==> src/rtl/alu_sched_pkg.sv <==
`default_nettype none
// ============================================================================
//  Module      : alu_sched_pkg
//  Description : Shared types and constants for the round-robin ALU
//                scheduler: FSM state encoding and the 3-bit ALU select
//                codes driven onto alu_sel.
//  Contents    : state_t  - IDLE / EXEC / RESP
//                OP_0..OP_7 - ALU select encodings
//  Revision    : 1.0 - initial release
// ============================================================================
package alu_sched_pkg;

  // Scheduler FSM states
  typedef enum logic [1:0] {
    IDLE = 2'd0,
    EXEC = 2'd1,
    RESP = 2'd2
  } state_t;

  // ALU select codes; the scheduler forwards these untouched, the ALU
  // decides what each one means.
  localparam logic [2:0] OP_0 = 3'd0;
  localparam logic [2:0] OP_1 = 3'd1;
  localparam logic [2:0] OP_2 = 3'd2;
  localparam logic [2:0] OP_3 = 3'd3;
  localparam logic [2:0] OP_4 = 3'd4;
  localparam logic [2:0] OP_5 = 3'd5;
  localparam logic [2:0] OP_6 = 3'd6;
  localparam logic [2:0] OP_7 = 3'd7;

endpackage : alu_sched_pkg
`default_nettype wire

==> src/rtl/rr_arbiter.sv <==
`default_nettype none
// ============================================================================
//  Module      : rr_arbiter
//  Description : Combinational round-robin arbiter. Picks the first set
//                request bit at or after ptr, wrapping around.
//  Ports       : req     [NUM_REQ-1:0]  in   request levels
//                ptr     [ID_WIDTH-1:0] in   highest-priority index
//                gnt_vec [NUM_REQ-1:0]  out  one-hot winner (0 if none)
//                gnt_id  [ID_WIDTH-1:0] out  binary winner index
//  Revision    : 1.0 - initial release
// ============================================================================
module rr_arbiter #(
  parameter  int NUM_REQ  = 4,
  localparam int ID_WIDTH = $clog2(NUM_REQ)
) (
  input  logic [NUM_REQ-1:0]  req,
  input  logic [ID_WIDTH-1:0] ptr,
  output logic [NUM_REQ-1:0]  gnt_vec,
  output logic [ID_WIDTH-1:0] gnt_id
);

  logic                w_found;
  logic [ID_WIDTH-1:0] w_idx;

  // NUM_REQ is a power of two, so the ID_WIDTH-bit add wraps the search
  // index naturally without an explicit modulo.
  always_comb begin
    gnt_vec = '0;
    gnt_id  = '0;
    w_found = 1'b0;
    w_idx   = '0;
    for (int i = 0; i < NUM_REQ; i++) begin
      w_idx = ptr + ID_WIDTH'(i);
      if (!w_found && req[w_idx]) begin
        gnt_vec[w_idx] = 1'b1;
        gnt_id         = w_idx;
        w_found        = 1'b1;
      end
    end
  end

endmodule : rr_arbiter
`default_nettype wire

==> src/rtl/alu_rr_sched.sv <==
`default_nettype none
// ============================================================================
//  Module      : alu_rr_sched
//  Description : Shares one combinational ALU among NUM_REQ requesters.
//                A granted requester's operands/opcode are registered onto
//                the ALU inputs, the result is captured one cycle later and
//                returned with the requester ID on a valid/ready port.
//  Ports       : clk, rst          clock, synchronous active-high reset
//                req/req_a/req_b/req_op   packed per-requester inputs
//                gnt               one-hot accept pulse
//                alu_a/alu_b/alu_sel      registered ALU inputs
//                alu_result        combinational ALU output
//                rsp_valid/rsp_ready/rsp_id/rsp_data  response port
//  Revision    : 1.0 - initial release
// ============================================================================
module alu_rr_sched
  import alu_sched_pkg::*;
#(
  parameter  int DATA_WIDTH = 4,
  parameter  int NUM_REQ    = 4,
  localparam int ID_WIDTH   = $clog2(NUM_REQ)
) (
  input  logic                    clk,
  input  logic                    rst,
  input  logic [NUM_REQ-1:0]      req,
  input  logic [NUM_REQ*DATA_WIDTH-1:0] req_a,
  input  logic [NUM_REQ*DATA_WIDTH-1:0] req_b,
  input  logic [NUM_REQ*3-1:0]    req_op,
  output logic [NUM_REQ-1:0]      gnt,
  output logic [DATA_WIDTH-1:0]   alu_a,
  output logic [DATA_WIDTH-1:0]   alu_b,
  output logic [2:0]              alu_sel,
  input  logic [DATA_WIDTH-1:0]   alu_result,
  output logic                    rsp_valid,
  input  logic                    rsp_ready,
  output logic [ID_WIDTH-1:0]     rsp_id,
  output logic [DATA_WIDTH-1:0]   rsp_data
);

  // --------------------------------------------------------------------------
  // State and registers
  // --------------------------------------------------------------------------
  state_t                r_state;
  logic [ID_WIDTH-1:0]   r_ptr;
  logic [ID_WIDTH-1:0]   r_cur_id;
  logic [DATA_WIDTH-1:0] r_alu_a;
  logic [DATA_WIDTH-1:0] r_alu_b;
  logic [2:0]            r_alu_sel;
  logic                  r_rsp_valid;
  logic [ID_WIDTH-1:0]   r_rsp_id;
  logic [DATA_WIDTH-1:0] r_rsp_data;

  // --------------------------------------------------------------------------
  // Unpack the flat operand buses so the winner can be selected by index
  // --------------------------------------------------------------------------
  logic [DATA_WIDTH-1:0] w_a_arr  [NUM_REQ];
  logic [DATA_WIDTH-1:0] w_b_arr  [NUM_REQ];
  logic [2:0]            w_op_arr [NUM_REQ];

  for (genvar gi = 0; gi < NUM_REQ; gi++) begin : g_unpack
    assign w_a_arr[gi]  = req_a[gi*DATA_WIDTH +: DATA_WIDTH];
    assign w_b_arr[gi]  = req_b[gi*DATA_WIDTH +: DATA_WIDTH];
    assign w_op_arr[gi] = req_op[gi*3 +: 3];
  end

  // --------------------------------------------------------------------------
  // Arbitration
  // --------------------------------------------------------------------------
  logic [NUM_REQ-1:0]  w_gnt_vec;
  logic [ID_WIDTH-1:0] w_gnt_id;
  logic                w_slot_open;
  logic                w_fire;

  rr_arbiter #(
    .NUM_REQ (NUM_REQ)
  ) u_arb (
    .req     (req),
    .ptr     (r_ptr),
    .gnt_vec (w_gnt_vec),
    .gnt_id  (w_gnt_id)
  );

  // A new operation may start when the pipe is empty, or when the pending
  // response is being consumed this very cycle (back-to-back issue).
  assign w_slot_open = (r_state == IDLE) || ((r_state == RESP) && rsp_ready);

  // Reset gates the grant so no requester sees an accept that the
  // registers are about to discard.
  assign w_fire = w_slot_open && (|req) && !rst;
  assign gnt    = w_fire ? w_gnt_vec : '0;

  // --------------------------------------------------------------------------
  // FSM with operand and response registers
  // --------------------------------------------------------------------------
  always_ff @(posedge clk) begin
    if (rst) begin
      r_state     <= IDLE;
      r_ptr       <= '0;
      r_cur_id    <= '0;
      r_alu_a     <= '0;
      r_alu_b     <= '0;
      r_alu_sel   <= '0;
      r_rsp_valid <= 1'b0;
      r_rsp_id    <= '0;
      r_rsp_data  <= '0;
    end else begin
      // Operand capture is shared by the IDLE and RESP issue paths.
      if (w_fire) begin
        r_alu_a   <= w_a_arr[w_gnt_id];
        r_alu_b   <= w_b_arr[w_gnt_id];
        r_alu_sel <= w_op_arr[w_gnt_id];
        r_cur_id  <= w_gnt_id;
        r_ptr     <= w_gnt_id + ID_WIDTH'(1);
      end

      case (r_state)
        IDLE: begin
          if (w_fire) begin
            r_state <= EXEC;
          end
        end
        EXEC: begin
          r_rsp_data  <= alu_result;
          r_rsp_id    <= r_cur_id;
          r_rsp_valid <= 1'b1;
          r_state     <= RESP;
        end
        RESP: begin
          if (rsp_ready) begin
            r_rsp_valid <= 1'b0;
            r_state     <= w_fire ? EXEC : IDLE;
          end
        end
        default: begin
          r_state <= IDLE;
        end
      endcase
    end
  end

  assign alu_a     = r_alu_a;
  assign alu_b     = r_alu_b;
  assign alu_sel   = r_alu_sel;
  assign rsp_valid = r_rsp_valid;
  assign rsp_id    = r_rsp_id;
  assign rsp_data  = r_rsp_data;

  // --------------------------------------------------------------------------
  // Interface properties
  // --------------------------------------------------------------------------
  a_gnt_onehot : assert property (@(posedge clk) $onehot0(gnt));

  a_gnt_window : assert property (@(posedge clk)
    (gnt != '0) |-> ((r_state == IDLE) || ((r_state == RESP) && rsp_ready)));

  a_rsp_hold : assert property (@(posedge clk) disable iff (rst)
    (rsp_valid && !rsp_ready) |=> (rsp_valid && $stable(rsp_data) && $stable(rsp_id)));

endmodule : alu_rr_sched
`default_nettype wire
==> config.mk <==
export PLATFORM = sky130hd
export DESIGN_NAME = alu_rr_sched
export DESIGN_NICKNAME = d
export VERILOG_FILES = /design/src/rtl/alu_sched_pkg.sv /design/src/rtl/rr_arbiter.sv /design/src/rtl/alu_rr_sched.sv
export SDC_FILE = /design/constraint.sdc
export NUM_CORES = 1
export LEC_CHECK = 0
export CELL_PAD_IN_SITES_DETAIL_PLACEMENT = 1
export CELL_PAD_IN_SITES_GLOBAL_PLACEMENT = 2
export CORE_ASPECT_RATIO = 1.4
export CORE_UTILIZATION = 27
export DETAILED_ROUTE_END_ITERATION = 16
export GPL_TIMING_DRIVEN = 0
export PLACE_DENSITY_LB_ADDON = 0.2
export SLEW_MARGIN = 20
export SYNTH_ARGS = -nofsm -noshare
export SYNTH_HDL_FRONTEND = slang
export SYNTH_SLANG_ARGS = --single-unit
==> constraint.sdc <==
create_clock -name clk -period 6.95 [get_ports clk]
set_input_delay 1.39 -clock clk [delete_from_list [all_inputs] [get_ports clk]]
set_output_delay 1.39 -clock clk [all_outputs]
set_load 0.005 [all_outputs]
======== Yosys cells after proc, flatten, opt, wreduce, memory -nomap -nowiden ========
Index checks and enable logic that the tools add are counted.
storage, ports and cells
  memories kept ........................... 0
  register bits after elaboration ......... 24
  latch bits .............................. 0
  ROM bits ................................ 0
  input port bits ......................... 55
  RAM bits ................................ 0
cells by class
  mux-type cells .......................... 43
  divide/modulo/power cells ............... 0
  add/subtract/negate cells ............... 4
  order comparisons ....................... 9
  eq/ne operators ......................... 4
  multipliers ............................. 0
  bitwise operators ....................... 4
  shift-type cells ........................ 0
  reduce and logical (&&, ||, !) cells .... 20
operators with widths
  kind                                                                    number
  4-bit two-way mux                                                       9
  4-bit binary-select mux with 2-bit select                               2
  1-bit two-way mux                                                       13
  2-bit by 3-bit < comparator with 1-bit output (second input constant)   4
  2-bit two-way mux                                                       6
  4-bit bitwise OR                                                        3
  1-bit logical AND                                                       10
  1-bit binary-select mux with 2-bit select                               4
  1-bit demux with 2-bit select                                           4
  2-bit by 1-bit >= comparator with 1-bit output (second input constant)  4
  3-bit binary-select mux with 2-bit select                               1
  3-bit two-way mux                                                       2
  2-bit case mux with 3 select lines                                      1
  2-bit by 1-bit adder with 2-bit output (second input constant)          2
  2-bit adder (second input constant)                                     2
  1-bit logical NOT                                                       4
  2-bit inequality test (second input constant)                           2
  2-bit AND reduction                                                     2
  4-bit OR reduction                                                      1
  3-bit >= comparator (second input constant)                             1
  2-bit NOT with 3-bit output                                             1
  2-bit by 1-bit == test with 1-bit output (second input constant)        1
  2-bit == test (second input constant)                                   1
  2-bit logical NOT                                                       1
  other kinds (3)                                                         3

======== Logic depth before layout (Yosys ltp) ========
  depth after elaboration ................. 16
  gate-level depth with buffers ........... 11
  mapped depth without buffers ............ 8

======== Hierarchy ========
From an unflattened synthesis, not the netlist that was laid out.
unflattened totals
  cell total of the unflattened synthesis .. 184
  area total of the unflattened synthesis .. 1720.4 µm²
modules (own cells, without submodules)
  module        seq. area each (µm²)  instances  cells each  area an instance (µm²)
  alu_rr_sched  480.5                 1          119         1231.2
  rr_arbiter    0.0                   1          65          489.2

======== Worst setup path after synthesis ========
Ideal clock, no wire load.
  path kind ............................... input -> output
  start ................................... input port req[2]
  end ..................................... output port gnt[0]
  setup slack ............................. 2613 ps
  stages on the path ...................... 8
  arrival ................................. 2947 ps
  data required time ...................... 5560 ps
  path through ............................ buf_2 > mux4_2 > nor2b_2 > buf_1 > a22oi_1 > nor2_1 > a221oi_1 > nor2_1
on the way
  cells in the longest elaborated chain, start to end .. 13
RTL lines
  item                                       RTL line            text
  from (decl)                                alu_rr_sched.sv:25  input logic [NUM_REQ-1:0] req,
  1-bit binary-select mux with 2-bit select  rr_arbiter.sv:34    if (!w_found && req[w_idx]) begin
  1-bit two-way mux (implied by the code)    rr_arbiter.sv:34
  1-bit two-way mux                          rr_arbiter.sv:34
  1-bit logical NOT                          rr_arbiter.sv:34
  1-bit logical AND                          rr_arbiter.sv:34
  1-bit two-way mux                          rr_arbiter.sv:34
  1-bit logical NOT                          rr_arbiter.sv:34
  1-bit logical AND                          rr_arbiter.sv:34
  1-bit two-way mux                          rr_arbiter.sv:34
  1-bit logical NOT                          rr_arbiter.sv:34
  1-bit logical AND                          rr_arbiter.sv:34
  4-bit two-way mux                          rr_arbiter.sv:34
  4-bit two-way mux (*)                      alu_rr_sched.sv:90  assign gnt = w_fire ? w_gnt_vec : '0;
  to (decl)                                  alu_rr_sched.sv:29  output logic [NUM_REQ-1:0] gnt,
Mark *: on every way between the ends. The rest lies on a longest branch, timed or not. The select of a mux whose other input is x is not followed.

======== Worst setup path after layout ========
  start ................................... input port req[3]
  end ..................................... output port gnt[1]
Same word-level chain as after synthesis.

==> metrics.md <==
| Metric | Value |
|---|---|
| # resized after CTS | `0` |
| CP cell instances | `clkdlybuf4s50_1 > mux4_2 > nor2b_2 > buf_1 > a22oi_1 > nor2_1 > a221oi_1 > nor2_1 > clkdlybuf4s50_1` |
| Seq/Total Area, Yosys | `24.76%` |
| CTS tree | `yes` |
| Synth warnings | `0` |
| DP HPWL | `5046 um` |
| Initial antenna violation count | `0` |
| Crit path max-delay cell type | `mux4_2` |
| Layout cell share with drive strength beyond 1 | `approximately a tenth` |
| Prevailing post-synth register cell | `dfxtp_1` |
| Ranking of synthesized cells by area | `dfxtp_1, mux2i_1, nor2_1` |
| Post-synthesis cell area | `approximately 1900 um^2` |
| Setup-failing EPs final | `0` |
| DR vias | `about 2000` |
| Cts bufs inserted | `3` |
| Core ar. | `slightly below 7000 um^2` |
| # DRC | `0` |
| Vias in the first global route | `2023` |
| Die Area | `~7500 um^2` |
| DRT iter0 DRCs | `just over 50` |
| Library cells used by synthesis | `between 40 and 50` |
| Worst slew margin | `58.83%` |
| Die H | `just over 100 um` |
| Total Power | `between 1 and 1.5 mW` |
| Largest net degree at the start of global routing | `14` |
| Max Clock Freq | `about 180 MHz` |
| Setup TNS | `0 ns` |
| Syn Area/Cell | `8.781 um^2` |
| Max stage delay on crit path | `approximately 0.6 ns` |
| Ys async rst share | `0%` |
| Routed wire length | `between 6000 and 7000 um` |
| Syn-to-layout area delta | `46.62%` |
| Avg Vias per Cell | `between 5 and 6` |
| Post-synthesis xor/xnor area fraction | `less than 1%` |
| Leakage power | `between 1 and 1.5 nW` |
| Fillers | `~850` |
| EDFF count, synth | `0` |
| Largest family of logic cells by synthesized area | `compound AO/OA/AOI/OAI gates` |
| Detailed Routing Iterations Pass 1 | `4` |
| Peak supply drop | `about 0.00018 V` |
| Min-delay worst type | `flip-flop to flip-flop` |
| Post-synthesis simple-gate area fraction | `about 14%` |
| Synth area leader | `dfxtp_1` |
| Outcome | `finished, final reports clean` |
| Rows | `36` |
| Required time worst endpoint | `between 5 and 6 ns` |
| IO Port Bufs | `73` |
| Chip Width | `about 74 um` |
| Clock insertion delay at the later pin of the skew report | `around 0.26 ns` |
| Commonest cells post-synth | `nor2_1, dfxtp_1, mux2i_1` |
| Post-CTS setup buffers | `0` |
| Top cell type's share of synthesized area | `roughly 25%` |
| Tmin final | `between 5 and 6 ns` |
| Global route total overflow | `0` |
| Arrival time worst endpoint | `about 4 ns` |
| GP Congestion | `0.7660` |
| Synth Area in Adders | `5.158%` |
| Worst setup path class | `input pin to output pin` |
| IO Count | `77` |
| Post-synthesis mux area share | `between 20% and 30%` |
| Root buf cell | `clkbuf_8` |
| Max FO, Critical Path | `10` |
| Final period utilization | `about 78%` |
| Crit end category | `output pin` |
| Pwr per Cell Area | `approximately 360 nW/um^2` |
| First-pass GRT wire length | `~10000 um` |
| Area fraction in compound gates after synthesis | `between 20 and 30%` |
| CTS sink cnt | `24` |
| Clock buffer depth | `2` |
| Top-count cell post-synth | `nor2_1` |
| #FFs+latches synth | `24` |
| Clk_skew | `0.004622 ns` |
| Worst-Margin Slew | `roughly 0.61 ns` |
| R2R setup slack | `~3.3 ns` |
| Final net count | `362` |
| Clock-pin transition on the worst setup and hold timing paths | `0.08 ns` |
| H-tree levels | `1` |
| Wire length per cell | `between 15 and 20 um` |
| Max-cap violations | `0` |
| Mapped Cells | `221` |
| Hold Vio Cnt, Final | `0` |
| ANT cells | `0` |
| Antenna-violating nets left | `0` |
| Net count after synthesis | `between 200 and 300` |
| Tot GR Track Use | `17.19%` |
| Crit start category | `input pin` |
| Starting Density | `between 20% and 30%` |
| Pins Over Slew Limit | `0` |
| Cts hold-fix bufs | `0` |
| Unrepaired setup endpoints after global routing | `no` |
-- cell families after synthesis --
logic type / after synthesis
AOI/OAI and AO/OA: 69
and+or+nand+nor: 60
muxes: 33
buffers and inverters: 26
DFF: 24
adders and majority gates: 8
xor gates and xnor gates: 1
-- path summary, 6_finish.rpt --
kind,from,to,cells after the start
setup / recovery,req[3],gnt[1],9
hold / removal,rsp_id[0],rsp_id[0],2
setup reg to reg,r_ptr[0],alu_sel[0],10
hold reg to reg,rsp_id[0],rsp_id[0],2
-- metal layers --
metal  global-route usage [%]  share of wire [%]  up-vias
met5                        0                  0        -
met4                    5.178                1.1        0
met3                   0.5917                2.2        4
met2                    34.02                 55       36
met1                    19.34                 42      948
li1                         -                  -      980
-- layout by cell type (no fill, tap or decap), types with 4 or more instances in the layout --
master / Yosys / routed
clkdlybuf4s50_1: 0 / 73
nor2_1: 27 / 27
dfxtp_1: 24 / 24
mux2i_1: 17 / 17
nand2_1: 15 / 15
a21oi_1: 14 / 14
inv_1: 11 / 11
a221o_1: 10 / 10
a211oi_1: 8 / 8
ha_1: 8 / 8
clkbuf_1: 6 / 6
mux2_1: 6 / 6
o31ai_1: 6 / 6
nand2b_1: 5 / 5
o211ai_1: 5 / 5
mux2_4: 5 / 5
a22oi_1: 4 / 4
a221oi_1: 4 / 4
a2bb2oi_1: 4 / 4
a2111oi_0: 4 / 4
clkbuf_8: 0 / 4
-- per-stage QoR --
stage / utilization [%] / hold slack (ns) / area, um^2 / cells / worst slack, ns
final: 41.02 / 0.4571 / 2845 / 393 / 1.543
after global routing: 41.02 / 0.4784 / 2845 / 393 / 1.235
after CTS: 41.02 / 0.4620 / 2845 / 393 / 1.520
after detailed placement: 40.22 / 0.4496 / 2790 / 389 / 1.557
after global placement: 40.22 / 0.4409 / 2790 / 389 / 1.554
after floorplan: - / 0.4312 / 1941 / 221 / 2.613
-- worst max-delay path, delay by kind of cell --
family | cells | cell delay, ns
and+or+nand+nor | 3 | 0.48
buffers and inverters | 3 | 1.34
AOI/OAI and AO/OA | 2 | 0.19
muxes | 1 | 0.60
-- report_power, final --
part	internal (mW)	total, mW	leakage [nW]	switching (mW)
Combinational	0.344	0.700	0.872	0.356
Sequential	0.184	0.220	0.198	0.0357
Clock	0.0505	0.0932	0.0288	0.0427
Total	0.579	1.01	1.10	0.434
-- registers in the layout, summed over array words and instances (netlist names) --
signal and cells:
alu_a 4, alu_b 4, alu_sel 3, r_cur_id 2, r_ptr 2, r_state 2
rsp_data 4, rsp_id 2, rsp_valid 1
-- cell type report --
| cell class | instances | area, um^2 | share of cell area, % |
|---|---|---|---|
| buffer | 14 | 73.82 | 2.595 |
| clock buffer | 4 | 55.05 | 1.935 |
| inverter | 12 | 45.04 | 1.583 |
| multi-input combinational | 171 | 1341 | 47.14 |
| sequential | 24 | 480.5 | 16.89 |
| tap | 95 | 118.9 | 4.178 |
| timing repair buffer | 73 | 730.7 | 25.68 |
Power figures use the tool's default switching activity.
